==> config.mk <==
export PLATFORM = sky130hd
export DESIGN_NAME = outagu
export DESIGN_NICKNAME = d
export VERILOG_FILES = /design/src/rtl/outagu.sv
export SDC_FILE = /design/constraint.sdc
export NUM_CORES = 1
export LEC_CHECK = 0
export CORE_UTILIZATION = 47
export DETAILED_ROUTE_END_ITERATION = 7
export PLACE_DENSITY = 0.86
export SLEW_MARGIN = 20
export SYNTH_ARGS = -nofsm -noshare
export SYNTH_HDL_FRONTEND = slang
export SYNTH_SLANG_ARGS = --single-unit
==> constraint.sdc <==
create_clock -name clk -period 3.55 [get_ports clk]
set_input_delay 0.355 -clock clk [delete_from_list [all_inputs] [get_ports clk]]
set_output_delay 0.355 -clock clk [all_outputs]
set_load 0.01 [all_outputs]
==> src/rtl/outagu.sv <==
// outagu: output address generation unit.
// Buffers quantizer bit-plane words and writes them to data memory.
module outagu #(
  parameter int N       = 64,
  parameter int BDBANKA = 15,
  parameter int BSTRIDE = 15,
  parameter int BLENGTH = 15,
  parameter int BPREC   = 6
) (
  input  logic               clk,
  input  logic               clr,
  input  logic               start,
  input  logic [BPREC-1:0]   oprecision,
  input  logic [BDBANKA-1:0] obaseaddr,
  input  logic [BSTRIDE-1:0] ostride0,
  input  logic [BSTRIDE-1:0] ostride1,
  input  logic [BSTRIDE-1:0] ostride2,
  input  logic [BLENGTH-1:0] olength0,
  input  logic [BLENGTH-1:0] olength1,
  input  logic [BLENGTH-1:0] olength2,
  input  logic               in_valid,
  input  logic [N-1:0]       in_word,
  output logic               in_ready,
  output logic               wrd_en,
  input  logic               wrd_grnt,
  output logic [BDBANKA-1:0] wrd_addr,
  output logic [N-1:0]       wrd_word,
  output logic               busy,
  output logic               done
);

  typedef enum logic {
    IDLE,
    RUN
  } state_t;

  localparam logic [BDBANKA-1:0] A1 = BDBANKA'(1);
  localparam logic [BLENGTH-1:0] L1 = BLENGTH'(1);
  localparam logic [BPREC-1:0]   P1 = BPREC'(1);

  state_t             state;
  logic [N-1:0]       mem [2];
  logic               wp;
  logic               rp;
  logic [1:0]         cnt;
  logic [BPREC-1:0]   pm1;
  logic [BPREC-1:0]   p;
  logic [BLENGTH-1:0] l0, l1, l2;
  logic [BLENGTH-1:0] c0, c1, c2;
  logic [BDBANKA-1:0] s0, s1, s2;
  logic [BDBANKA-1:0] ptr;
  logic               done_q;
  logic               push;
  logic               pop;

  assign busy     = (state == RUN);
  assign in_ready = busy && (cnt < 2'd2);
  assign wrd_en   = busy && (cnt != 2'd0);
  assign wrd_addr = ptr;
  assign wrd_word = mem[rp];
  assign done     = done_q;
  assign push     = in_valid && in_ready;
  assign pop      = wrd_en && wrd_grnt;

  always_ff @(posedge clk) begin
    if (clr) begin
      state  <= IDLE;
      for (int i = 0; i < 2; i++) mem[i] <= '0;
      wp     <= 1'b0;
      rp     <= 1'b0;
      cnt    <= '0;
      pm1    <= '0;
      p      <= '0;
      l0     <= '0;
      l1     <= '0;
      l2     <= '0;
      c0     <= '0;
      c1     <= '0;
      c2     <= '0;
      s0     <= '0;
      s1     <= '0;
      s2     <= '0;
      ptr    <= '0;
      done_q <= 1'b0;
    end else begin
      done_q <= 1'b0;
      unique case (state)
        IDLE: begin
          if (start) begin
            // zero precision behaves as a single plane
            pm1   <= (oprecision == '0) ? '0 : oprecision - P1;
            l0    <= olength0;
            l1    <= olength1;
            l2    <= olength2;
            s0    <= ostride0[BDBANKA-1:0];
            s1    <= ostride1[BDBANKA-1:0];
            s2    <= ostride2[BDBANKA-1:0];
            ptr   <= obaseaddr;
            p     <= '0;
            c0    <= '0;
            c1    <= '0;
            c2    <= '0;
            wp    <= 1'b0;
            rp    <= 1'b0;
            cnt   <= '0;
            state <= RUN;
          end
        end
        RUN: begin
          if (push) begin
            mem[wp] <= in_word;
            wp      <= ~wp;
          end
          if (pop) rp <= ~rp;
          unique case ({push, pop})
            2'b10:   cnt <= cnt + 2'd1;
            2'b01:   cnt <= cnt - 2'd1;
            default: cnt <= cnt;
          endcase
          if (pop) begin
            if (p != pm1) begin
              p   <= p + P1;
              ptr <= ptr + A1;
            end else if (c0 != l0) begin
              p   <= '0;
              c0  <= c0 + L1;
              ptr <= ptr + s0;
            end else if (c1 != l1) begin
              p   <= '0;
              c0  <= '0;
              c1  <= c1 + L1;
              ptr <= ptr + s1;
            end else if (c2 != l2) begin
              p   <= '0;
              c0  <= '0;
              c1  <= '0;
              c2  <= c2 + L1;
              ptr <= ptr + s2;
            end else begin
              state  <= IDLE;
              done_q <= 1'b1;
              cnt    <= '0;
              wp     <= 1'b0;
              rp     <= 1'b0;
            end
          end
        end
        default: state <= IDLE;
      endcase
    end
  end

endmodule

==> results.md, run 1 <==
Routing:
- Detailed routing inserted a total of 10800 vias.
- The iteration-0 DRC count of the detailed router is roughly 800.
- The remaining antenna violation count is 0.
- The routed via count divided by cell count is roughly 5.3.
- Wires add up to between 30000 and 40000 um.
- The wire length per cell after detailed routing is between 15 and 20 um.
- The count of TritonRoute iterations in the first routing pass is 5.
- The remaining routing DRC violations is 0.

Critical path:
- The kind of cell adding the most delay to the critical path is compound AO/OA/AOI/OAI gates.
- Among all stages on the critical path, the largest delay is contributed by sky130_fd_sc_hd__mux2_1.
- The critical path required time is roughly 4000 ps.
- STA classifies the critical path startpoint as a flip-flop.
- For this run, the slowest stage of the critical path takes 340 ps.
- The critical path goes through xor2_1, nor4_1, buf_4, nand4_4, buf_4, mux2i_1, a211oi_1, ha_1, o21a_1, o31a_1, o211ai_1, nand3_1, a41oi_2, xor2_1, mux2_1, a31oi_1.
- The largest fanout on the critical path is 11.
- The number of buffers and inverters on the critical path is 2.
- STA classifies the critical path endpoint as a flip-flop.
- The data arrival time at the worst-slack endpoint is about 4200 ps.
- The class of the most critical setup path is reg -> reg.

Place:
- During placement, the flow inserted port buffers numbering 262.
- Once detailed placement completed, the half-perimeter wirelength came to roughly 23000 um.
- The congestion estimate from routability-driven global placement came to 0.851.

GRT:
- The pin count of the biggest net entering global routing is 92.
- The first global-routing pass estimated ~53000 um of wire.
- The total congestion overflow is 0.
- The total routing resource utilization after global routing is 22.5%.
- The number of global-route vias before repair came to around 11000.
- The initial antenna violation count came to 0.

STA:
- Based on the critical path, the design can be clocked at up to roughly 0.27 GHz.
- The worst pin sits at a relative slew slack of approximately 45%.
- After layout, the minimum clock period comes to 3760 ps.
- At the pin with the least slew margin, the transition time is 831 ps.
- The final period utilization is 106%.
- The number of failing setup endpoints in the final timing report is 3.
- Setup repair after global routing could not meet its margin everywhere.
- The final-report hold violation count is 0.
- The worst hold slack is roughly 340 ps.
- The final critical-path setup slack is -207 ps.
- The clock arrives with between 15 and 20 ps of skew.
- The final count of pins violating max slew is 0.

Clock network:
- The sink count of the clock tree is 297.
- The TritonCTS buffer count is 31.
- Buffers inserted to repair hold after CTS numbered 0.
- The CTS tree is yes.
- The count of H-tree levels built during CTS is 1.
- The clock latency reported for the late side of the worst-skew pair is 550 ps.
- The buffer type at the clock tree root is sky130_fd_sc_hd__clkbuf_16.
- The clock transition at the registers of the reported paths is 60 ps.
- No sink is reached through more buffers than the 3 on the longest clock path.

Final layout:
- Compared with the post-synthesis result, the final layout area differs by 32.8%.
- Summing all multi-input logic gate instances after layout gives ~6200 um^2.
- The area occupied by registers is between 7000 and 8000 um^2.
- The number of antenna diodes in the final layout is 0.
- The final standard cell utilization of the core is around 63%.
- Fill cells in the final layout number 2200.
- The final layout contains approximately 1800 nets.
- The fraction of layout instances using a drive strength above 1 is about an eighth.

Run status:
- The final reports fail on setup timing.
- The run finished, with violations left.

Logic synthesis:
- In the post-synthesis netlist, the biggest area contributors are sky130_fd_sc_hd__edfxtp_1, sky130_fd_sc_hd__dfxtp_1, sky130_fd_sc_hd__nand2_1, sky130_fd_sc_hd__and2_1, sky130_fd_sc_hd__mux2_2.
- Counting instances in the post-synthesis netlist gives the leading cell types as sky130_fd_sc_hd__nand2_1, sky130_fd_sc_hd__dfxtp_1, sky130_fd_sc_hd__and2_1.
- The number of synthesis warnings is 0.
- The synthesized area per cell is 10.0 um^2.
- The net count after synthesis is approximately 1600.
- The most frequent cell after synthesis is sky130_fd_sc_hd__nand2_1.
- The commonest register cell after synthesis is sky130_fd_sc_hd__dfxtp_1.
- The top cell type by area accounts for 28.2% of the synthesized area.
- The largest total area in the synthesized netlist belongs to sky130_fd_sc_hd__edfxtp_1.
- Of all flip-flops after synthesis, the portion carrying an async set or reset was 0%.
- The number of synthesized register bits is 297.
- In this run, synthesis inferred roughly 130 flip-flops with an integrated enable.
- The netlist uses 61 different library cells.
- The sequential area share after synthesis is 52.9%.
- The cell area that synthesis handed to floorplanning was between 10000 and 15000 um^2.
- The number of instances in the synthesized netlist is 1364.

Pwr:
- The maximum resistive drop on vdd is 0.323 mV.
- The internal power is 6.14 mW.
- The clock group share of total power is 38.7%.
- In this run the power density over the cells is between 400 and 500 nW/um^2.
- The analysis attributes to net switching a power of 1.98 mW.
- The power share of the sequential group is 46.8%.
- Of the total power, combinational logic draws roughly 14%.
- For this design the static power due to leakage is around 7 nW.
- The fraction of power spent switching nets is roughly a quarter.

Floorplan:
- The cell row count is 62.
- The overall die height is approximately 170 um.
- The die area is 29700 um^2.
- The initial standard-cell utilization of the core is between 40% and 50%.
- Pin placement for this block handled around 260 I/O pins.
- The floorplan step defined a core boundary enclosing 28600 um^2.
- In this run the horizontal extent of the chip is about 170 um.

Job:
- The tool flagged a number of max-cap violations equal to 0.

Min path:
- The path category of the worst min-delay check is in -> reg.
## through the flow
step	TNS, ps	worst slack, ps	power (mW)	instances	instance area (um^2)
2_1_floorplan	0	2.44	4.44	1364	13700
3_3_place_gp	-346	-150	4.96	1991	17000
6_report	-383	-207	8.12	2054	18100
4_1_cts	-116	-116	8.14	2049	18000
3_5_place_dp	-697	-242	5.00	1991	17000
5_1_grt	-1220	-355	8.43	2054	18100
## state kept, by name, indices dropped and copies added (netlist names), 2 cells and up, named ones only
signal and flops:
c0 15, c1 15, c2 15, cnt 2, l0 15, l1 15
l2 15, mem 128, p 6, pm1 6, s0 15, s1 15
s2 15, wrd_addr 15
## worst reg2reg max path, cell delays in order (launching register included)
cell	delay (ps)
sky130_fd_sc_hd__dfxtp_2	320
sky130_fd_sc_hd__xor2_1	150
sky130_fd_sc_hd__nor4_1	330
sky130_fd_sc_hd__buf_4	190
sky130_fd_sc_hd__nand4_4	140
sky130_fd_sc_hd__buf_4	250
sky130_fd_sc_hd__mux2i_1	140
sky130_fd_sc_hd__a211oi_1	330
sky130_fd_sc_hd__ha_1	320
sky130_fd_sc_hd__o21a_1	120
sky130_fd_sc_hd__o31a_1	120
sky130_fd_sc_hd__o211ai_1	210
sky130_fd_sc_hd__nand3_1	170
sky130_fd_sc_hd__a41oi_2	210
sky130_fd_sc_hd__xor2_1	200
sky130_fd_sc_hd__mux2_1	340
sky130_fd_sc_hd__a31oi_1	140
## area by class of cell
cell class / count / area share [%]
clock buffer: 46 / 5.16
clock inverter: 11 / 0.386
inverter: 20 / 0.414
multi-input combinational: 973 / 34.1
sequential: 297 / 39.9
tap: 384 / 2.65
timing repair buffer: 323 / 17.4
## placed cells by master (no fill, tap or decap), types with 22 or more instances in the layout
cell type | synthesis | routed
sky130_fd_sc_hd__clkdlybuf4s50_1 | 0 | 261
sky130_fd_sc_hd__nand2_1 | 219 | 217
sky130_fd_sc_hd__dfxtp_1 | 169 | 161
sky130_fd_sc_hd__and2_1 | 130 | 130
sky130_fd_sc_hd__edfxtp_1 | 128 | 128
sky130_fd_sc_hd__a21oi_1 | 114 | 112
sky130_fd_sc_hd__nor2_1 | 112 | 111
sky130_fd_sc_hd__mux2_2 | 64 | 64
sky130_fd_sc_hd__xor2_1 | 58 | 58
sky130_fd_sc_hd__buf_4 | 1 | 56
sky130_fd_sc_hd__xnor2_1 | 45 | 43
sky130_fd_sc_hd__clkbuf_16 | 0 | 34
sky130_fd_sc_hd__nor3_1 | 24 | 23
sky130_fd_sc_hd__a211oi_1 | 24 | 22
## metal layers
metal  global-route usage [%]  routed length (um)
met1                     26.8               13900
met2                     40.4               16900
met3                     5.24                2840
met4                     5.85                 774
met5                        0                   0
## final timing paths
| check | depth (start not counted) | endpoint | slack [ps] | start |
|---|---|---|---|---|
| worst max register to register | 16 | wrd_addr[14] | -210 | l1[0] |
| worst min register to register | 2 | s1[4] | 460 | s1[4] |
| worst max-delay path | 16 | wrd_addr[14] | -210 | l1[0] |
| worst min-delay path | 3 | l2[8] | 340 | olength2[8] |
## logic make-up after synthesis
kind of cell	Yosys count	synth area share [%]
and+or+nand+nor	566	19.9
xor gates and xnor gates	103	6.61
DFF	297	52.9
muxes	86	6.90
AOI/OAI and AO/OA	196	8.93
adders and majority gates	22	2.07
buffers and inverters	94	2.64
## power groups by stage
stage / combinational (mW) / clock [mW] / sequential, mW
after CTS: 1.15 / 3.20 / 3.80
after floorplan: 0.586 / 0 / 3.85
after global placement: 1.10 / 0 / 3.86
after global routing: 1.28 / 3.34 / 3.81
final: 1.18 / 3.14 / 3.80
after detailed placement: 1.13 / 0 / 3.87
## repair_timing
| item | CTS | global route |
|---|---|---|
| endpoints found under the hold margin | 0 | 0 |
| resized for setup | 10 | 19 |
| pin swaps | 10 | 12 |
| buffers inserted | 1 | 5 |
| gates cloned | 0 | 1 |
| setup endpoints to repair | 8 | 10 |
Power figures use the tool's default switching activity.
==> inputs of run 2 (changes only) <==
CTS_BUF_LIST = sky130_fd_sc_hd__clkbuf_16   (was unset)
==> results.md, run 2 (same netlist as run 1, synthesis figures left out) <==
Run status:
- The flow ran to the end, but the final reports show violations.
- The final reports fail on setup timing.

Final layout:
- The fraction of layout instances using a drive strength above 1 is roughly an eighth.
- The area of the multi-input gates is between 6000 and 7000 um^2.
- The number of nets in the layout is between 1500 and 2000.
- Leaving out fill and tap cells, the most frequent cell in the layout is sky130_fd_sc_hd__clkdlybuf4s50_1.
- The total of fill cells in the finished design is 2213.
- In the layout the commonest cells are sky130_fd_sc_hd__clkdlybuf4s50_1, sky130_fd_sc_hd__nand2_1, sky130_fd_sc_hd__dfxtp_1.
- Summing all flip-flop and latch instances after layout gives between 7000 and 8000 um^2.
- The diode insertion count for antenna repair is 0.
- The flip-flop count of the largest register, all copies and words added is between 100 and 150.
- Relative to the synthesized area, the layout overhead comes to 32.5%.
- mem holds more flip-flops than any other register.

STA:
- Across all setup checks in the final design, the least slack found is -149 ps.
- Setup repair after global routing could not meet its margin everywhere.
- At the pin with the least slew margin, the transition time is 829 ps.
- The worst path uses 104% of the clock period.
- Derived from the worst setup path, the maximum achievable clock frequency is roughly 0.27 GHz.
- The number of failing setup endpoints in the final timing report is 2.
- The final-report hold violation count came to 0.
- The clock period minus worst slack is roughly 3700 ps.
- For the final database, setup skew stands at 16.3 ps.
- The worst pin sits at a relative slew slack of roughly 45%.
- The final count of pins violating max slew came to 0.
- Across all hold checks on the routed design, the worst slack comes to ~340 ps.

Clock network:
- The hold-fix buffer count after cts is 0.
- The number of buffers on the longest clock path is 3.
- The later pin in the worst-skew pair is clocked with a latency of 550 ps.
- The sink count of the clock tree is 297.
- Clock tree synthesis inserted a total of 31 buffers.
- Clock-pin slew was measured on the worst setup and hold paths at 60 ps.
- The CTS tree is yes.
- In this run the number of H-tree levels came out at 1.
- The tree is rooted in a sky130_fd_sc_hd__clkbuf_16.

Floorplan:
- The floorplan step defined a die boundary enclosing approximately 30000 um^2.
- The region available for standard cell placement spans around 29000 um^2.
- Pin placement for this block handled roughly 260 I/O pins.
- The initial standard-cell utilization of the core is between 40 and 50%.
- The die is approximately 170 um tall.
- The die is 172 um wide.
- The cell row count is 62.

GRT:
- Entering global routing, the biggest net connects 92 pins.
- The number of global-route vias before repair was approximately 11000.
- The total congestion overflow is 0.
- The initial antenna violation count is 0.
- The first global-routing pass estimated 53200 um of wire.
- The total routing resource utilization after global routing is 22.5%.

Critical path:
- The critical path required time is around 4000 ps.
- Tracing the worst setup path back leads to its startpoint at l0[7].
- Data on the critical path arrives at its endpoint at approximately 4200 ps.
- The kind of end point of the critical path is a flip-flop.
- The startpoint identified for the worst register-to-register timing path is l0[7].
- The reg-to-reg setup timing slack is -150 ps.
- Measured in cells, the most critical reg-to-reg path has a length of 16.
- In this run the worst path has a maximum fanout of 7.
- In this run the critical register-to-register path is captured at wrd_addr[14].
- The class of the most critical setup path is reg -> reg.
- STA classifies the critical path startpoint as a flip-flop.

Place:
- The worst slack at placement is -242 ps.
- The count of buffers added on input and output ports is 262.
- The HPWL after detailed placement is 23500 um.
- The final weighted congestion in routability-driven placement is around 0.85.

Min path:
- The cell depth of the worst min-delay path is 3.
- The path class of the tightest hold or removal check is in -> reg.
- The worst min-delay path startpoint is olength2[8].
- The worst min-delay path endpoint is l2[8].

Pwr:
- The net switching power of the design is about 2 mW.
- Cell internal power was estimated by the tool at about 6 mW.
- The power per cell area is 440 nW/um^2.
- The fraction of power spent switching nets is 24.8%.
- Combinational logic is responsible for between 10 and 15% of the overall power.
- The static leakage is 6.99 nW.
- Of the total power, the clock network draws 37.5%.
- The power share of the sequential group is 47.7%.
- Across the VDD grid, the largest voltage drop is approximately 0.32 mV.

Job:
- The tool flagged a number of max-cap violations equal to 0.

Routing:
- For this block, the via count after detailed routing is about 11000.
- In this run the remaining antenna-violating nets after routing total 0.
- The wire length per cell after detailed routing is about 17 um.
- The detailed router finished its first iteration with 770 violations.
- The first detailed-routing pass ran for 5 iterations.
- After detailed routing, the total wire length is 34100 um.
- The remaining routing DRC violations is 0.
- In the routed layout, each cell is associated on average with a via count of around 5.3.
-- run 2: cell types whose count changed in the layout (fill, tap and decap cells not counted), sizes merged --
cell,change
buf,+2
clkinv,+3
inv,+10
clkbuf,-14
bufbuf,+1
-- run 2: routing by layer --
metal,wire length [um],GRT usage [%],vias up
li1,-,-,5249
met1,13800,27.0,5111
met2,16600,40.3,401
met3,2890,5.26,57
met4,765,5.89,0
met5,0,0,-
-- run 2: worst max-delay path: stages (launching register included) --
cell and delay (ps):
sky130_fd_sc_hd__dfxtp_1 320, sky130_fd_sc_hd__xnor2_1 180, sky130_fd_sc_hd__nand4_1 210, sky130_fd_sc_hd__nor4_4 420
sky130_fd_sc_hd__buf_12 170, sky130_fd_sc_hd__buf_4 140, sky130_fd_sc_hd__nor2_1 50, sky130_fd_sc_hd__a211oi_1 220
sky130_fd_sc_hd__ha_1 310, sky130_fd_sc_hd__o21a_1 210, sky130_fd_sc_hd__o31a_1 120, sky130_fd_sc_hd__o211ai_1 230
sky130_fd_sc_hd__nand3_1 180, sky130_fd_sc_hd__a41oi_2 180, sky130_fd_sc_hd__xor2_1 200, sky130_fd_sc_hd__mux2_1 340
sky130_fd_sc_hd__a31oi_1 130
-- run 2: area by class of cell --
class,instances,share of cell area (%)
tap,384,2.66
clock buffer,33,4.56
timing repair buffer,325,17.6
inverter,20,0.415
multi-input combinational,973,34.1
sequential,297,40.0
clock inverter,24,0.657
-- run 2: timing repair --
item                                    in CTS  in global routing
endpoints found under the setup margin       6                 10
gates resized for setup                      8                 22
setup buffers                                2                  6
gates cloned                                 1                  0
pin swaps                                    9                 20
-- run 2: power groups by stage --
| stage | Combinational (mW) | Clock [mW] | Sequential [mW] |
|---|---|---|---|
| CTS | 1.16 | 3.05 | 3.80 |
| floorplan | 0.586 | 0 | 3.85 |
| finish | 1.18 | 2.99 | 3.80 |
| detailed placement | 1.13 | 0 | 3.87 |
| global route | 1.28 | 3.19 | 3.81 |
| global placement | 1.10 | 0 | 3.86 |
-- run 2: per-stage QoR --
stage | utilization, % | instances | power, mW | setup TNS [ps] | area [um^2]
final | 63.2 | 2056 | 7.97 | -170 | 18100
after global routing | 63.2 | 2056 | 8.28 | -1200 | 18100
after CTS | 62.9 | 2051 | 8.01 | -115 | 18000
after detailed placement | 59.3 | 1991 | 5.00 | -697 | 17000
after global placement | 59.3 | 1991 | 4.96 | -346 | 17000
after floorplan | - | 1364 | 4.44 | 0 | 13700
-- run 2: worst max path at each step --
stage / to / slack (ps) / depth (start not counted)
floorplan: wrd_addr[14] / 2 / 18
global placement: wrd_addr[14] / -150 / 16
detailed placement: wrd_addr[14] / -240 / 16
CTS: wrd_addr[14] / -120 / 16
global route: wrd_addr[14] / -380 / 16
finish: wrd_addr[14] / -150 / 16
